## src/rtl/alu16_structural_if.sv

```systemverilog
//------------------------------------------------------------------------------
// Module : alu16_structural_if
// Brief  : Operand/opcode bus and registered result/flags of the 16-bit ALU.
// Rev    : 1.0
//------------------------------------------------------------------------------
`default_nettype none

interface alu16_structural_if #(
  parameter int WIDTH = 16
);
  logic [WIDTH-1:0] n;
  logic [WIDTH-1:0] m;
  logic [2:0]       opc;
  logic             c;
  logic [WIDTH-1:0] f;
  logic             zer;
  logic             neg;

  modport master (output n, m, opc, c, input f, zer, neg);
  modport slave  (input n, m, opc, c, output f, zer, neg);
endinterface

`default_nettype wire

```

## src/rtl/alu16_structural.sv

```systemverilog
//------------------------------------------------------------------------------
// Module : alu16_structural
// Brief  : Signed ALU execute stage: ripple add/sub, logic, shift, registered flags.
// Rev    : 1.0
//------------------------------------------------------------------------------
`default_nettype none

module alu16_structural #(
  parameter int WIDTH = 16
) (
  input  wire                clk,
  input  wire                rst,
  alu16_structural_if.slave  bus
);

  localparam logic [2:0] OP_ADD = 3'b000;
  localparam logic [2:0] OP_SUB = 3'b001;
  localparam logic [2:0] OP_AND = 3'b010;
  localparam logic [2:0] OP_OR  = 3'b011;
  localparam logic [2:0] OP_NOT = 3'b100;
  localparam logic [2:0] OP_XOR = 3'b101;
  localparam logic [2:0] OP_SHL = 3'b110;
  localparam logic [2:0] OP_ASR = 3'b111;

  logic             is_sub;
  logic [WIDTH-1:0] b_in;
  logic [WIDTH-1:0] carry;
  logic [WIDTH-1:0] sum;
  logic [WIDTH-1:0] logic_res;
  logic [WIDTH-1:0] shift_res;
  logic [WIDTH-1:0] r;

  // One adder chain serves ADD and SUB; SUB inverts B and forces carry-in high.
  assign is_sub   = (bus.opc == OP_SUB);
  assign b_in     = is_sub ? ~bus.m : bus.m;
  assign carry[0] = is_sub | ((bus.opc == OP_ADD) & bus.c);

  generate
    for (genvar i = 0; i < WIDTH; i++) begin : g_fa
      assign sum[i] = bus.n[i] ^ b_in[i] ^ carry[i];
      if (i < WIDTH-1) begin : g_carry
        assign carry[i+1] = (bus.n[i] & b_in[i]) | (carry[i] & (bus.n[i] ^ b_in[i]));
      end
    end
  endgenerate

  always_comb begin
    logic_res = '0;
    case (bus.opc)
      OP_AND:  logic_res = bus.n & bus.m;
      OP_OR:   logic_res = bus.n | bus.m;
      OP_NOT:  logic_res = ~bus.n;
      OP_XOR:  logic_res = bus.n ^ bus.m;
      default: logic_res = '0;
    endcase
  end

  assign shift_res = (bus.opc == OP_SHL) ? {bus.n[WIDTH-2:0], bus.c}
                                         : {bus.n[WIDTH-1], bus.n[WIDTH-1:1]};

  always_comb begin
    r = '0;
    case (bus.opc)
      OP_ADD, OP_SUB:                 r = sum;
      OP_AND, OP_OR, OP_NOT, OP_XOR:  r = logic_res;
      OP_SHL, OP_ASR:                 r = shift_res;
      default:                        r = '0;
    endcase
  end

  always_ff @(posedge clk) begin
    if (rst) begin
      bus.f   <= '0;
      bus.zer <= 1'b1;
      bus.neg <= 1'b0;
    end else begin
      bus.f   <= r;
      bus.zer <= (r == '0);
      bus.neg <= r[WIDTH-1];
    end
  end

endmodule

`default_nettype wire

```

## src/flat_wrapper.sv

```systemverilog
// flat-port wrapper written by rule: the top's interface ports become plain ports
module alu16_structural_flat 
#(
  parameter int WIDTH = 16
)
  (clk, rst, bus_n, bus_m, bus_opc, bus_c, bus_f, bus_zer, bus_neg);
  alu16_structural_if #(.WIDTH(WIDTH)) bus_i ();
  input  wire clk;
  input  wire rst;
  input wire logic [$bits(bus_i.n)-1:0] bus_n;
  input wire logic [$bits(bus_i.m)-1:0] bus_m;
  input wire logic [$bits(bus_i.opc)-1:0] bus_opc;
  input wire logic [$bits(bus_i.c)-1:0] bus_c;
  output wire logic [$bits(bus_i.f)-1:0] bus_f;
  output wire logic [$bits(bus_i.zer)-1:0] bus_zer;
  output wire logic [$bits(bus_i.neg)-1:0] bus_neg;
  assign bus_i.n = bus_n;
  assign bus_i.m = bus_m;
  assign bus_i.opc = bus_opc;
  assign bus_i.c = bus_c;
  assign bus_f = bus_i.f;
  assign bus_zer = bus_i.zer;
  assign bus_neg = bus_i.neg;
  alu16_structural #(.WIDTH(WIDTH)) u_core (.clk(clk), .rst(rst), .bus(bus_i));
endmodule
```

## config.mk

```make
export PLATFORM = sky130hd
export DESIGN_NAME = alu16_structural_flat
export DESIGN_NICKNAME = d
export VERILOG_FILES = /design/src/rtl/alu16_structural_if.sv /design/src/rtl/alu16_structural.sv /design/src/flat_wrapper.sv
export SDC_FILE = /design/constraint.sdc
export NUM_CORES = 1
export LEC_CHECK = 0
export CAP_MARGIN = 15
export CORE_AREA = 8 8 90 92
export CTS_BUF_LIST = sky130_fd_sc_hd__clkbuf_8
export DETAILED_ROUTE_END_ITERATION = 6
export DIE_AREA = 0 0 98 100
export PLACE_DENSITY = 0.72
export SYNTH_ARGS = -nofsm -noshare
export SYNTH_HDL_FRONTEND = slang
export SYNTH_SLANG_ARGS = --single-unit
```

## constraint.sdc

```tcl
create_clock -name clk -period 13 [get_ports clk]
set_input_delay 1.95 -clock clk [delete_from_list [all_inputs] [get_ports clk]]
set_output_delay 1.95 -clock clk [all_outputs]
set_load 0.01 [all_outputs]
```

==> results of run 1 <==
state kept, by name (all words and copies together), names as in the netlist:
signal          count
u_core.bus.zer      1
u_core.bus.f       16
cells in the mapped netlist (all sizes together) (2+ instances only):
cell / number
nor2: 34
fa: 15
inv: 43
nand2b: 2
xor2: 2
mux2i: 14
o21ai: 8
a311o: 2
nor2b: 9
buf: 18
a21oi: 16
nand3: 2
xnor2: 16
dfxtp: 17
clkbuf: 2
ha: 32
o221a: 2
or2: 4
o22ai: 5
o32ai: 2
a211oi: 7
a311oi: 3
mux4: 4
nand2: 18
a31oi: 2
o211ai: 5
and2b: 4
final cells by class:
type / instances / area [um^2] / share of cell area, %
Inverter: 43 / 161 / 5.19
Timing Repair Buffer: 57 / 561 / 18.0
Clock inverter: 1 / 3.75 / 0.121
Sequential cell: 17 / 340 / 10.9
Clock buffer: 3 / 41.3 / 1.33
Multi-Input combinational cell: 220 / 1900 / 61.2
Tap cell: 80 / 100 / 3.22
routing by layer:
metal | track usage, % | vias up
met3 | 2.21 | 10
met4 | 3.72 | 0
met1 | 15.8 | 1018
met5 | 0 | -
li1 | - | 1081
met2 | 22.0 | 76
logic make-up (layout without fill, tap and decap cells):
family / Yosys count / count (layout) / synth area share (%)
AOI/OAI and AO/OA: 58 / 58 / 16.3
xor gates and xnor gates: 18 / 18 / 6.13
adders and majority gates: 47 / 47 / 27.3
buffers and inverters: 63 / 104 / 12.7
DFF: 17 / 17 / 13.2
muxes: 19 / 19 / 9.54
and+or+nand+nor: 78 / 78 / 14.8
final timing paths:
kind | start | endpoint | slack (ps) | cells past startpoint
setup / recovery | bus_opc[2] | u_core.bus.zer | 2250 | 28
hold / removal | bus_n[3] | u_core.bus.f[2] | 2600 | 5
power groups by stage:
stage / clock, mW / combinational [mW] / sequential [mW]
6_report: 0.0356 / 0.110 / 0.0590
5_1_grt: 0.0386 / 0.123 / 0.0595
4_1_cts: 0.0368 / 0.111 / 0.0591
3_5_place_dp: 0 / 0.110 / 0.0602
3_3_place_gp: 0 / 0.107 / 0.0600
2_1_floorplan: 0 / 0.0671 / 0.0630
==> results_dict.tcl, run 1 <==
set metrics [dict create \
    status "finished, final reports clean" \
    drt_iter0_markers 98 \
    cp_max_fo 46 \
    ctsResizeCount 0 \
    clk_pin_slew_ps 60 \
    pre_cts_ws_ps 2010 \
    crit_family "adder cells" \
    synth_seq_cells 17 \
    antenna_found_initial 0 \
    synth_top_area_share_pct 15.6 \
    p_clk_share_pct 17.4 \
    maxCapViolations 0 \
    crit_top_cell "fa_1" \
    cts_setup_buffers 0 \
    grt_max_degree 60 \
    wl_per_cell_um 14.9 \
    synth_edf_count 0 \
    powerDensity_mw_per_mm2 65.8 \
    crit_slowest_cell "and2_1" \
    finalInstanceArea_mm2 0.00311 \
    io_pins 56 \
    layout-drive-gt1-share_pct 6.74 \
    place.gp.congestion 0.868 \
    drv_slew 0 \
    portBuffers 55 \
    yosysWarnings 0 \
    internal_power_uw 133 \
    start_util_pct 38.7 \
    drc_errors 0 \
    syn_nets 385 \
    vias 2185 \
    dp.final_hpwl_um 5150 \
    async_flop_share_pct 0 \
    syn_inst 300 \
    post-route-min-period_ps 10750 \
    fmax_mhz 93.1 \
    worstPathRequired_ps 13180 \
    hp-class "input pin to flip-flop" \
    wl_um 6270 \
    top_layer_used "met4" \
    dieArea_mm2 0.00980 \
    final_common_cell "clkdlybuf4s50_1" \
    fin_crit_sh_pct 82.7 \
    start_kind "input pin" \
    synth_top_cell_by_area "ha_1" \
    final_cell_mix "clkdlybuf4s50_1 (54), inv_1 (43), nor2_1 (34), ha_1 (32)" \
    power_frac_comb_pct 53.8 \
    wl_met1_um 2750 \
    total_power_uw 205 \
    coreArea_mm2 0.00664 \
    nFillCells 627 \
    met3_length_um 418 \
    hold_violations 0 \
    cts_buffers 3 \
    diodes 0 \
    path_buf_inv 5 \
    timing.hold.ws_ps 2600 \
    die_h_um 100 \
    grt_pass1_vias 2206 \
    met2_length_um 3030 \
    fin_nets 427 \
    fin_cells 421 \
    tightest_slew_ps 1070 \
    setup_tns_ps 0 \
    cts_max_level 1 \
    setup_viol 0 \
    p_sw_uw 71.8 \
    post-route-util_pct 46.8 \
    dieWidth_um 98 \
    ant_nets 0 \
    cts_root_buf "clkbuf_8" \
    sw_frac_of_total_pct 35.1 \
    end_kind "flip-flop" \
    dpl_cell_area_mm2 0.00307 \
    ys.flop_type "dfxtp_1" \
    arrival_ps 10930 \
    leakagePower_nw 1.39 \
    viasPerCell 5.19 \
    synth_cell_types 52 \
    clock-sinks 17 \
    syn_to_final_growth_pct 21.0 \
    syn_avg_cell_area_um2 8.57 \
    syn-cell-area_mm2 0.00257 \
    grt-ovfl-total 0 \
    fin_ws_ps 2250 \
    peakVddDrop_v 0.0000335 \
    seqPwrFrac_pct 28.8 \
    grt_util_all_layers_pct 12.8 \
    dp.cells 417 \
    drtPass1Iterations 4 \
    grt_pass1_wl_um 10400 \
    critPathKind "input pin to flip-flop" \
    num_rows 30 \
    clock_path_buffers 2 \
    cts_tree "yes" \
    cp_slowest_stage_delay_ps 720 \
    rsz0062_at_grt "no" \
    ys_seq_area_share_pct 13.2 \
    synth_area_leaders "ha_1 (16%), dfxtp_1 (13%), fa_1 (12%)" \
    hold_buffers 0 \
    max_slew_margin_pct 28.7 \
]
(Power assumes the default switching activity.)
==> run 2, diff against run 1 <==
==> constraint.sdc (replaced) <==
create_clock -name clk -period 10.4 [get_ports clk]
set_input_delay 1.56 -clock clk [delete_from_list [all_inputs] [get_ports clk]]
set_output_delay 1.56 -clock clk [all_outputs]
set_load 0.01 [all_outputs]
==> results_dict.tcl, run 2 (same netlist as run 1, synthesis figures left out) <==
set metrics [dict create \
    fin_crit_sh_pct 91.9 \
    regMostFlops "u_core.bus.f" \
    vias 2195 \
    cts_max_level 1 \
    cts_root_buf "clkbuf_8" \
    leakagePower_nw 1.40 \
    ant_nets 0 \
    grt-ovfl-total 0 \
    end_kind "flip-flop" \
    drt_iter0_markers 131 \
    total_power_uw 258 \
    clk_pin_slew_ps 60 \
    start_util_pct 38.7 \
    portBuffers 55 \
    nFillCells 653 \
    powerDensity_mw_per_mm2 82.3 \
    status "finished, final reports clean" \
    rsz0062_at_grt "no" \
    pre_cts_ws_ps 595 \
    crit_top_cell "fa_1" \
    cp.depth 27 \
    cp_max_fo 3 \
    cp_slowest_stage_delay_ps 510 \
    drc_errors 0 \
    grt_max_degree 44 \
    cts_setup_buffers 0 \
    largest_reg_flops 16 \
    fin_cells 424 \
    path_buf_inv 4 \
    dp.final_hpwl_um 5570 \
    dieArea_mm2 0.00980 \
    multi_input_area_mm2 0.00190 \
    place.gp.congestion 0.878 \
    grt_util_all_layers_pct 13.6 \
    min_path_cells 4 \
    final_cell_mix "clkdlybuf4s50_1 (54), inv_1 (43), nor2_1 (34), ha_1 (32)" \
    cts_buffers 3 \
    peakVddDrop_v 0.0000397 \
    hp-class "input pin to flip-flop" \
    max_slew_margin_pct 61.5 \
    fin_nets 430 \
    crit_family "adder cells" \
    die_h_um 100 \
    coreArea_mm2 0.00664 \
    maxCapViolations 0 \
    num_rows 30 \
    drv_slew 0 \
    reg_top3 "u_core.bus.f: 16 flops, u_core.bus.zer: 1 flops" \
    grt_pass1_wl_um 11100 \
    tightest_slew_ps 576 \
    arrival_ps 9740 \
    hold_buffers 0 \
    wl_um 6550 \
    syn_to_final_growth_pct 21.8 \
    fmax_mhz 105 \
    start_kind "input pin" \
    hold_violations 0 \
    diodes 0 \
    layout-drive-gt1-share_pct 7.56 \
    ctsResizeCount 0 \
    clock-sinks 17 \
    dp.cells 420 \
    post-route-min-period_ps 9560 \
    clock_path_buffers 2 \
    cts_tree "yes" \
    viasPerCell 5.18 \
    grt_pass1_vias 2410 \
    setup_tns_ps 0 \
    worstPathRequired_ps 10580 \
    setup_viol 0 \
    antenna_found_initial 0 \
    dieWidth_um 98 \
    fin_ws_ps 843 \
    crit_slowest_cell "fa_1" \
    drtPass1Iterations 4 \
    final_common_cell "clkdlybuf4s50_1" \
    io_pins 56 \
    wl_per_cell_um 15.4 \
    regArea_um2 340 \
    critPathKind "input pin to flip-flop" \
]
-- run 2: path summary, 6_finish.rpt --
check | slack [ps] | endpoint | from
setup / recovery | 840 | u_core.bus.zer | bus_opc[1]
hold / removal | 1930 | u_core.bus.f[12] | bus_opc[0]
-- run 2: area by class of cell --
type                       count  share of cell area, %
multi-input combinational    220                   60.7
timing repair buffer          60                   18.6
sequential                    17                   10.9
inverter                      43                   5.15
tap                           80                   3.19
clock buffer                   3                   1.32
clock inverter                 1                  0.120
-- run 2: per-layer routing --
metal,GRT usage (%),vias to the layer above,part of all wire [%]
met5,0,-,0
met4,5.28,0,2.3
met3,2.77,14,6.6
met2,24.8,73,50
met1,15.3,1022,41
li1,-,1086,-
-- run 2: report_power, final --
part           internal, mW  leakage (nW)  switching, mW
registers            0.0720         0.142        0.00177
clock network        0.0260        0.0269         0.0182
logic                0.0690          1.23         0.0707
total                 0.167          1.40         0.0907
-- run 2: metrics by stage --
step / cell area, um^2 / hold slack, ps / util [%]
after global routing: 3130 / 2010 / 47.2
after detailed placement: 3090 / 2180 / 46.5
after global placement: 3090 / 2170 / 46.5
after CTS: 3130 / 1930 / 47.2
final: 3130 / 1930 / 47.2
after floorplan: 2570 / 1820 / -
